<file path="config.mk">
export PLATFORM = sky130hd
export DESIGN_NAME = trace_drain_ctrl_flat
export DESIGN_NICKNAME = d
export VERILOG_FILES = /design/src/rtl/trace_drain_ctrl_if.sv /design/src/rtl/trace_drain_ctrl.sv /design/src/flat_wrapper.sv
export SDC_FILE = /design/constraint.sdc
export NUM_CORES = 1
export LEC_CHECK = 0
export CAP_MARGIN = 15
export CORE_MARGIN = 2
export CORE_UTILIZATION = 40
export CTS_CLUSTER_DIAMETER = 60
export DETAILED_ROUTE_END_ITERATION = 16
export DONT_BUFFER_PORTS = 1
export SYNTH_ARGS = -nofsm -noshare
export SYNTH_HDL_FRONTEND = slang
export SYNTH_SLANG_ARGS = --single-unit
export TNS_END_PERCENT = 100
</file>
<file path="constraint.sdc">
create_clock -name clk -period 14.2 [get_ports clk]
set_input_delay 2.84 -clock clk [delete_from_list [all_inputs] [get_ports clk]]
set_output_delay 2.84 -clock clk [all_outputs]
set_load 0.1 [all_outputs]
</file>
<file path="src/rtl/trace_drain_ctrl_if.sv">
// Record ingress from the trace unit and valid/ready egress toward the reader.
interface trace_drain_ctrl_if #(
  parameter int RECORD_WIDTH = 96
) ();
  logic                    trace_valid_i;
  logic [RECORD_WIDTH-1:0] trace_data_i;
  logic                    trace_capture_enable_i;
  logic                    out_valid_o;
  logic [RECORD_WIDTH-1:0] out_data_o;
  logic                    out_ready_i;

  modport master (
    output trace_valid_i, trace_data_i, trace_capture_enable_i, out_ready_i,
    input  out_valid_o, out_data_o
  );

  modport slave (
    input  trace_valid_i, trace_data_i, trace_capture_enable_i, out_ready_i,
    output out_valid_o, out_data_o
  );
endinterface

</file>
<file path="src/rtl/trace_drain_ctrl.sv">
// Capture/drain sequencer for trace records: gates capture, buffers records in a
// FIFO and streams them out, then reports done once the buffer has been drained.
module trace_drain_ctrl #(
  parameter int RECORD_WIDTH   = 96,
  parameter int FIFO_DEPTH     = 8,
  parameter int DROP_CNT_WIDTH = 16
) (
  input  logic                        clk,
  input  logic                        rst,
  input  logic                        start_i,
  input  logic                        stop_i,
  input  logic                        lock_i,
  trace_drain_ctrl_if.slave           bus,
  output logic                        capture_gate_o,
  output logic [$clog2(FIFO_DEPTH):0] fifo_count_o,
  output logic                        overflow_o,
  output logic [DROP_CNT_WIDTH-1:0]   drop_count_o,
  output logic [1:0]                  state_o,
  output logic                        done_o
);
  localparam int AW = $clog2(FIFO_DEPTH);
  localparam logic [AW:0] DEPTH_C = (AW+1)'(FIFO_DEPTH);

  typedef enum logic [1:0] {
    ST_IDLE    = 2'd0,
    ST_CAPTURE = 2'd1,
    ST_DRAIN   = 2'd2,
    ST_DONE    = 2'd3
  } state_e;

  state_e                    state_q, state_d;
  logic [AW:0]               wr_ptr_q, wr_ptr_d;
  logic [AW:0]               rd_ptr_q, rd_ptr_d;
  logic [RECORD_WIDTH-1:0]   mem_q [FIFO_DEPTH];
  logic                      out_valid_q, out_valid_d;
  logic [RECORD_WIDTH-1:0]   out_data_q, out_data_d;
  logic                      gate_q, gate_d;
  logic                      done_q, done_d;
  logic                      ovf_q, ovf_d;
  logic [DROP_CNT_WIDTH-1:0] drop_q, drop_d;

  logic [AW:0] count_s, count_d;
  logic        push_s, pop_s, full_s, accept_s, drop_s, clear_s;

  // Next-state logic of the session sequencer.
  always_comb begin
    state_d = state_q;
    case (state_q)
      ST_IDLE:    if (start_i) state_d = ST_CAPTURE; else state_d = ST_IDLE;
      ST_CAPTURE: if (lock_i || stop_i) state_d = ST_DRAIN; else state_d = ST_CAPTURE;
      ST_DRAIN:   if (count_s == '0) state_d = ST_DONE; else state_d = ST_DRAIN;
      ST_DONE:    if (start_i) state_d = ST_CAPTURE; else state_d = ST_DONE;
      default:    state_d = ST_IDLE;
    endcase
  end

  // FIFO bookkeeping, drop accounting and next values of the registered outputs.
  always_comb begin
    count_s    = wr_ptr_q - rd_ptr_q;
    full_s     = (count_s == DEPTH_C);
    push_s     = (state_q == ST_CAPTURE) && bus.trace_valid_i && bus.trace_capture_enable_i;
    pop_s      = out_valid_q && bus.out_ready_i;
    accept_s   = push_s && (!full_s || pop_s);
    drop_s     = push_s && full_s && !pop_s;
    clear_s    = start_i && ((state_q == ST_IDLE) || (state_q == ST_DONE));
    wr_ptr_d   = wr_ptr_q + {{AW{1'b0}}, accept_s};
    rd_ptr_d   = rd_ptr_q + {{AW{1'b0}}, pop_s};
    count_d    = wr_ptr_d - rd_ptr_d;
    ovf_d      = ovf_q;
    drop_d     = drop_q;
    out_data_d = out_data_q;
    if (clear_s) begin
      ovf_d  = 1'b0;
      drop_d = '0;
    end else if (drop_s) begin
      ovf_d = 1'b1;
      if (drop_q != {DROP_CNT_WIDTH{1'b1}}) drop_d = drop_q + DROP_CNT_WIDTH'(1);
      else drop_d = drop_q;
    end else begin
      ovf_d  = ovf_q;
      drop_d = drop_q;
    end
    out_valid_d = ((state_d == ST_CAPTURE) || (state_d == ST_DRAIN)) && (count_d != '0);
    // A record written into an otherwise-empty FIFO becomes the head on the same edge.
    if (out_valid_d) begin
      if (rd_ptr_d == wr_ptr_q) out_data_d = bus.trace_data_i;
      else out_data_d = mem_q[rd_ptr_d[AW-1:0]];
    end else begin
      out_data_d = out_data_q;
    end
    gate_d = (state_d == ST_CAPTURE);
    done_d = (state_d == ST_DONE);
  end

  // State, pointers and registered outputs.
  always_ff @(posedge clk) begin
    if (rst) begin
      state_q     <= ST_IDLE;
      wr_ptr_q    <= '0;
      rd_ptr_q    <= '0;
      out_valid_q <= 1'b0;
      out_data_q  <= '0;
      gate_q      <= 1'b0;
      done_q      <= 1'b0;
      ovf_q       <= 1'b0;
      drop_q      <= '0;
    end else begin
      state_q     <= state_d;
      wr_ptr_q    <= wr_ptr_d;
      rd_ptr_q    <= rd_ptr_d;
      out_valid_q <= out_valid_d;
      out_data_q  <= out_data_d;
      gate_q      <= gate_d;
      done_q      <= done_d;
      ovf_q       <= ovf_d;
      drop_q      <= drop_d;
    end
  end

  // Record storage; contents are only meaningful between the pointers.
  always_ff @(posedge clk) begin
    if (accept_s) mem_q[wr_ptr_q[AW-1:0]] <= bus.trace_data_i;
  end

  assign bus.out_valid_o  = out_valid_q;
  assign bus.out_data_o   = out_data_q;
  assign capture_gate_o   = gate_q;
  assign fifo_count_o     = wr_ptr_q - rd_ptr_q;
  assign overflow_o       = ovf_q;
  assign drop_count_o     = drop_q;
  assign state_o          = state_q;
  assign done_o           = done_q;
endmodule

</file>
<file path="src/flat_wrapper.sv">
// flat-port wrapper written by rule: the top's interface ports become plain ports
module trace_drain_ctrl_flat 
#(
  parameter int RECORD_WIDTH   = 96,
  parameter int FIFO_DEPTH     = 8,
  parameter int DROP_CNT_WIDTH = 16
)
  (clk, rst, start_i, stop_i, lock_i, capture_gate_o, fifo_count_o, overflow_o, drop_count_o, state_o, done_o, bus_trace_valid_i, bus_trace_data_i, bus_trace_capture_enable_i, bus_out_ready_i, bus_out_valid_o, bus_out_data_o);
  trace_drain_ctrl_if #(.RECORD_WIDTH(RECORD_WIDTH)) bus_i ();
  input  logic clk;
  input  logic rst;
  input  logic start_i;
  input  logic stop_i;
  input  logic lock_i;
  output logic capture_gate_o;
  output logic [$clog2(FIFO_DEPTH):0] fifo_count_o;
  output logic overflow_o;
  output logic [DROP_CNT_WIDTH-1:0] drop_count_o;
  output logic [1:0] state_o;
  output logic done_o;
  input wire logic [$bits(bus_i.trace_valid_i)-1:0] bus_trace_valid_i;
  input wire logic [$bits(bus_i.trace_data_i)-1:0] bus_trace_data_i;
  input wire logic [$bits(bus_i.trace_capture_enable_i)-1:0] bus_trace_capture_enable_i;
  input wire logic [$bits(bus_i.out_ready_i)-1:0] bus_out_ready_i;
  output wire logic [$bits(bus_i.out_valid_o)-1:0] bus_out_valid_o;
  output wire logic [$bits(bus_i.out_data_o)-1:0] bus_out_data_o;
  assign bus_i.trace_valid_i = bus_trace_valid_i;
  assign bus_i.trace_data_i = bus_trace_data_i;
  assign bus_i.trace_capture_enable_i = bus_trace_capture_enable_i;
  assign bus_i.out_ready_i = bus_out_ready_i;
  assign bus_out_valid_o = bus_i.out_valid_o;
  assign bus_out_data_o = bus_i.out_data_o;
  trace_drain_ctrl #(.RECORD_WIDTH(RECORD_WIDTH), .FIFO_DEPTH(FIFO_DEPTH), .DROP_CNT_WIDTH(DROP_CNT_WIDTH)) u_core (.clk(clk), .rst(rst), .start_i(start_i), .stop_i(stop_i), .lock_i(lock_i), .bus(bus_i), .capture_gate_o(capture_gate_o), .fifo_count_o(fifo_count_o), .overflow_o(overflow_o), .drop_count_o(drop_count_o), .state_o(state_o), .done_o(done_o));
endmodule
</file>
# Yosys cells after proc, flatten, opt, wreduce, memory -nomap -nowiden
# Memories as Yosys holds them, arrays and structs flattened.
# Cells that the tools add are included.
# classes
mux,8
add_sub_neg,5
n_reduce_logical,19
eq_ne,9
# op_table
cell,n
$mux W96,1
$add A16 B1 Y16 const B,1
$ne A16 B16 Y1 const B,1
$add A4 B1 Y4,2
$eq A2 B2 Y1 const B,4
$logic_and A1 B1 Y1,8
$pmux W2 S4,1
$sub A4 B4 Y4,2
$eq A2 B1 Y1 const B,2
$eq A4 B4 Y1,1
$eq A4 B4 Y1 const B,1
$logic_not A4 Y1,1
$logic_or A1 B1 Y1,4
$mux W1,4
$mux W2,2
$reduce_bool A4 Y1,1
$logic_not A1 Y1,2
$logic_not A2 Y1,1
$reduce_and A2 Y1,1
$reduce_or A2 Y1,1
# totals
out_inout_bits,122
inputBits,104
n_memories,1
mem_bits_rw,768
elab_cells,51
reg_bits,126
# mem_list
name,depth,word_bits,read_ports,rd_ports_with_merged_regs,write_ports,line_no,rtl
u_core.mem_q,8,96,1,0,1,trace_drain_ctrl.sv:34,logic [RECORD_WIDTH-1:0] mem_q [FIFO_DEPTH];

# Longest topological paths before layout
# depth
word_depth,9
ltp_mapped,22
mapped_depth_nobuf,17

# Worst setup path after synthesis
# No wires, ideal clock.
# synth_timing
path_kind,input to register
from,input bus_out_ready_i
to,memory u_core.mem_q[1][0] (enable)
setup_ns,0.668
t_required_ns,13.532
arrival_time_ns,10.090
cell_stages,6
path_buffers,2
path_slack_ns,3.442
path_cell_list,nand2_1 -> nand4_1 -> buf_2 -> buf_2 -> nand3_1 -> nor3_1
# synth_via
elab_chain_cells,5
# synth_lines
element,line_no,rtl
start: declaration,flat_wrapper.sv:24,input wire logic [$bits(bus_i.out_ready_i)-1:0] bus_out_ready_i;
$logic_and A1 B1 Y1,trace_drain_ctrl.sv:62,pop_s = out_valid_q && bus.out_ready_i;
$logic_or A1 B1 Y1,trace_drain_ctrl.sv:63,accept_s = push_s && (!full_s || pop_s);
$logic_and A1 B1 Y1,trace_drain_ctrl.sv:63,
$mux W1,trace_drain_ctrl.sv:122,if (accept_s) mem_q[wr_ptr_q[AW-1:0]] <= bus.trace_data_i;
$mux W1 (implied by the code),trace_drain_ctrl.sv:122,
end: declaration,trace_drain_ctrl.sv:34,
# Every way passes these cells.

# Final worst setup path
# layout_timing
from,input bus_out_ready_i
to,register u_core.out_data_q[81] (netlist: u_core.bus.out_data_o[81])
# layout_via
word_cells_on_any_way,11
classes_between,3 x add/sub; 1 x eq/ne; 1 x mux; 5 x reduce/logical; 1 x memory
# layout_lines
element,line_no,rtl
$logic_and A1 B1 Y1 *,trace_drain_ctrl.sv:62,
$add A4 B1 Y4 *,trace_drain_ctrl.sv:67,"rd_ptr_d = rd_ptr_q + {{AW{1'b0}}, pop_s};"
net u_core.rd_ptr_d[0],trace_drain_ctrl.sv:33,"logic [AW:0] rd_ptr_q, rd_ptr_d;"
$sub A4 B4 Y4,trace_drain_ctrl.sv:68,count_d = wr_ptr_d - rd_ptr_d;
$reduce_bool A4 Y1,trace_drain_ctrl.sv:83,out_valid_d = ((state_d == ST_CAPTURE) || (state_d == ST_DRAIN)) && (count_d != '0);
$logic_and A1 B1 Y1,trace_drain_ctrl.sv:83,
end signal: assignment,trace_drain_ctrl.sv:112,out_data_q <= out_data_d;
end: declaration,trace_drain_ctrl.sv:36,"logic [RECORD_WIDTH-1:0] out_data_q, out_data_d;"
# Mark *: on every way through the listed nets, which the timed path passes. The rest lies on a longest branch.
# A chain may end at the register's enable or synchronous reset.

==> flow_summary.ini <==
[run_status]
status = finished clean

[clock_tree]
clk_pin_slew_ns = 0.06
cts_num_sinks = 894
clock_path_buffers = 3
postCtsHoldBufs = 0
cts_setup_buffers = 0
cts_tree = yes
cts_resized = 0
cts_buffers = 95
clk_latency_ns = 0.65
ctsHtreeMaxLevel = 3
cts_root_buffer = clkbuf_16

[synth]
yosys.area_share.xor_xnor = 0.00393
synthAdderAreaFrac = 0.00665
synth_top_family_by_area = multiplexers
async_reset_ff_frac = 0
synthSimpleGateAreaFrac = 0.0349
synthCells = 1861
syn-num-nets = 1983
synthFlopType = edfxtp_1
synth-edff-count = 768
muxShareOfSynthArea = 0.180
synth-seq-cells = 894
yosysSeqAreaShare = 0.731
synth_area_leader_cell = edfxtp_1
synthTopCellsByArea = edfxtp_1, mux4_2, dfxtp_1
synth_compound_area_frac = 0.0271
ys_types = 45
ys_warn_count = 0
synth_top_area_frac = 0.659
avgSynthCellArea_um2 = 18.8
synth_area_um2 = 35000

[grt]
grt_pass1_vias = 18000
grt_pass1_wl_um = 115000
gr-total-overflow = 0
grt_max_degree = 193
grt_antenna_before_repair = 1
grt_usage = 0.170

[setup_path]
crit_type = input port to flop
crit_path_cell_trace = nand2_1 > inv_1 > ha_4 > buf_4 > buf_4 > buf_4 > mux4_2 > mux2i_1 > nand2_1 > o211ai_1 > mux2i_1
setup.worst_path.start_class = input port
slowest_stage = buf_4
cp_common_cell = buf_4
cp_max_fo = 45
endpoint_kind = flop
crit_arrival_ns = 7.32
max_stage_delay_ns = 0.86
worstPathRequired_ns = 14.69

[floorplanning]
core_um2 = 86800
initial_utilization = 0.404
fp.dieH_um = 300
io-pin-count = 226
die_w_um = 300
rows = 108
die-area_um2 = 89900

[cells_and_area]
design_area_um2 = 39500
drive_gt1_frac = 0.199
layout_common_cells = edfxtp_1, nand2_1, mux2i_1
instances_no_fill = 3114
layout_commonest_cell = edfxtp_1
syn_to_final_growth_pct = 12.8
antennaDiodeCount = 0
nNetsFinal = 1999

[min_path]
hold_class = flop to flop

[pwr]
seqPwrFrac = 0.531
p_leak_uw = 0.0131
pwr-share-clk = 0.398
power_density_nw_per_um2 = 157
p_comb_frac = 0.070
p_sw_uw = 1650
swShare = 0.266
fin_total_pwr_uw = 6210
ir_drop_mv = 0.100
p_int_uw = 4550

[timing]
period_minus_slack_ns = 6.83
rsz0062_at_grt = false
relSlewSlack = 0.213
final_max_slew_viol_count = 0
fin_skew_ns = 0.0237
setup-violations-final = 0
max_freq_mhz = 146
period_share = 0.481
worst_slew_pin_slew_ns = 1.18
whs_ns = 0.576
hold_viol = 0
setup_tns_ns = 0

[route]
drt_first_pass_iters = 7
wirelength_um = 76700
antenna_left = 0
drc_errors = 0
vias_per_cell = 5.51
drt_iter0_drc = 1422
wire_per_inst_um = 24.6
num_vias = 17200

[place]
hpwl_um = 40500
placedCellCount = 2934
finalWeightedCongestion = 0.780
place_area_um2 = 36300
io_buffer_count = 0

[flow_run]
cap_viol_max_count = 0
==> worst paths after layout <==
| check | from | end | slack [ns] | cells after the start |
|---|---|---|---|---|
| max | bus_out_ready_i | u_core.bus.out_data_o[81] | 7.37 | 11 |
| min | u_core.rd_ptr_q[3] | u_core.rd_ptr_q[3] | 0.58 | 2 |
| max reg2reg | u_core.wr_ptr_q[0] | u_core.bus.out_data_o[7] | 7.98 | 16 |
| min reg2reg | u_core.rd_ptr_q[3] | u_core.rd_ptr_q[3] | 0.58 | 2 |
==> flip-flops by register name, summed over array words and instances (netlist names) <==
signal                  cells
u_core.done_o               1
u_core.overflow_o           1
u_core.bus.out_data_o      96
u_core.wr_ptr_q             4
u_core.drop_count_o        16
u_core.bus.out_valid_o      1
u_core.state_o              2
u_core.capture_gate_o       1
u_core.rd_ptr_q             4
u_core.mem_q              768
==> metal layers <==
layer | track usage | up-vias | part of all wire
met1 | 0.226 | 9197 | 0.43
met2 | 0.287 | 370 | 0.50
met5 | 0 | - | 0
met4 | 0.0394 | 0 | 0.016
met3 | 0.0384 | 97 | 0.057
li1 | - | 7506 | -
==> stage by stage <==
stage	util	worst slack (ns)
after floorplan	-	3.44
after global placement	0.419	6.50
after detailed placement	0.419	6.49
after CTS	0.455	7.16
after global routing	0.455	6.75
final	0.455	7.37
==> power by group through the flow <==
stage | combinational, uW | sequential (uW) | clock (uW)
2_1_floorplan | 361 | 3330 | 0
3_3_place_gp | 440 | 3350 | 0
3_5_place_dp | 446 | 3350 | 0
4_1_cts | 448 | 3300 | 2530
5_1_grt | 479 | 3300 | 2640
6_report | 437 | 3300 | 2470
==> critical path, delay by kind of cell <==
| family | cells | cell delay, ns |
|---|---|---|
| buf+inv | 4 | 2.47 |
| mux | 3 | 0.84 |
| fa+ha+maj | 1 | 0.75 |
| simple gates | 2 | 0.17 |
| compound gates | 1 | 0.14 |
==> cell families (layout without fill, tap and decap cells) <==
group,after synthesis,count (layout)
xor+xnor,14,14
simple gates,283,283
compound gates,132,132
mux,389,389
fa+ha+maj,18,18
buf+inv,131,229
flops,894,894
==> synthesized netlist by cell type, types with 9 or more instances <==
| cell | instances |
|---|---|
| a21oi_1 | 13 |
| buf_2 | 35 |
| clkbuf_1 | 64 |
| dfxtp_1 | 126 |
| edfxtp_1 | 768 |
| ha_1 | 17 |
| inv_1 | 15 |
| mux2i_1 | 196 |
| mux4_2 | 192 |
| nand2_1 | 205 |
| nand3_1 | 9 |
| nor2_1 | 16 |
| o211ai_1 | 95 |
==> layout make-up <==
class,instances,area (um^2)
Fill cell,7337,47300
Tap cell,1155,1450
Sequential cell,894,25600
Clock buffer,129,2660
Clock inverter,50,517
Inverter,17,68.8
Multi-Input combinational cell,836,8950
Timing Repair Buffer,33,270
Note: power is estimated with default switching activity, not from simulation.
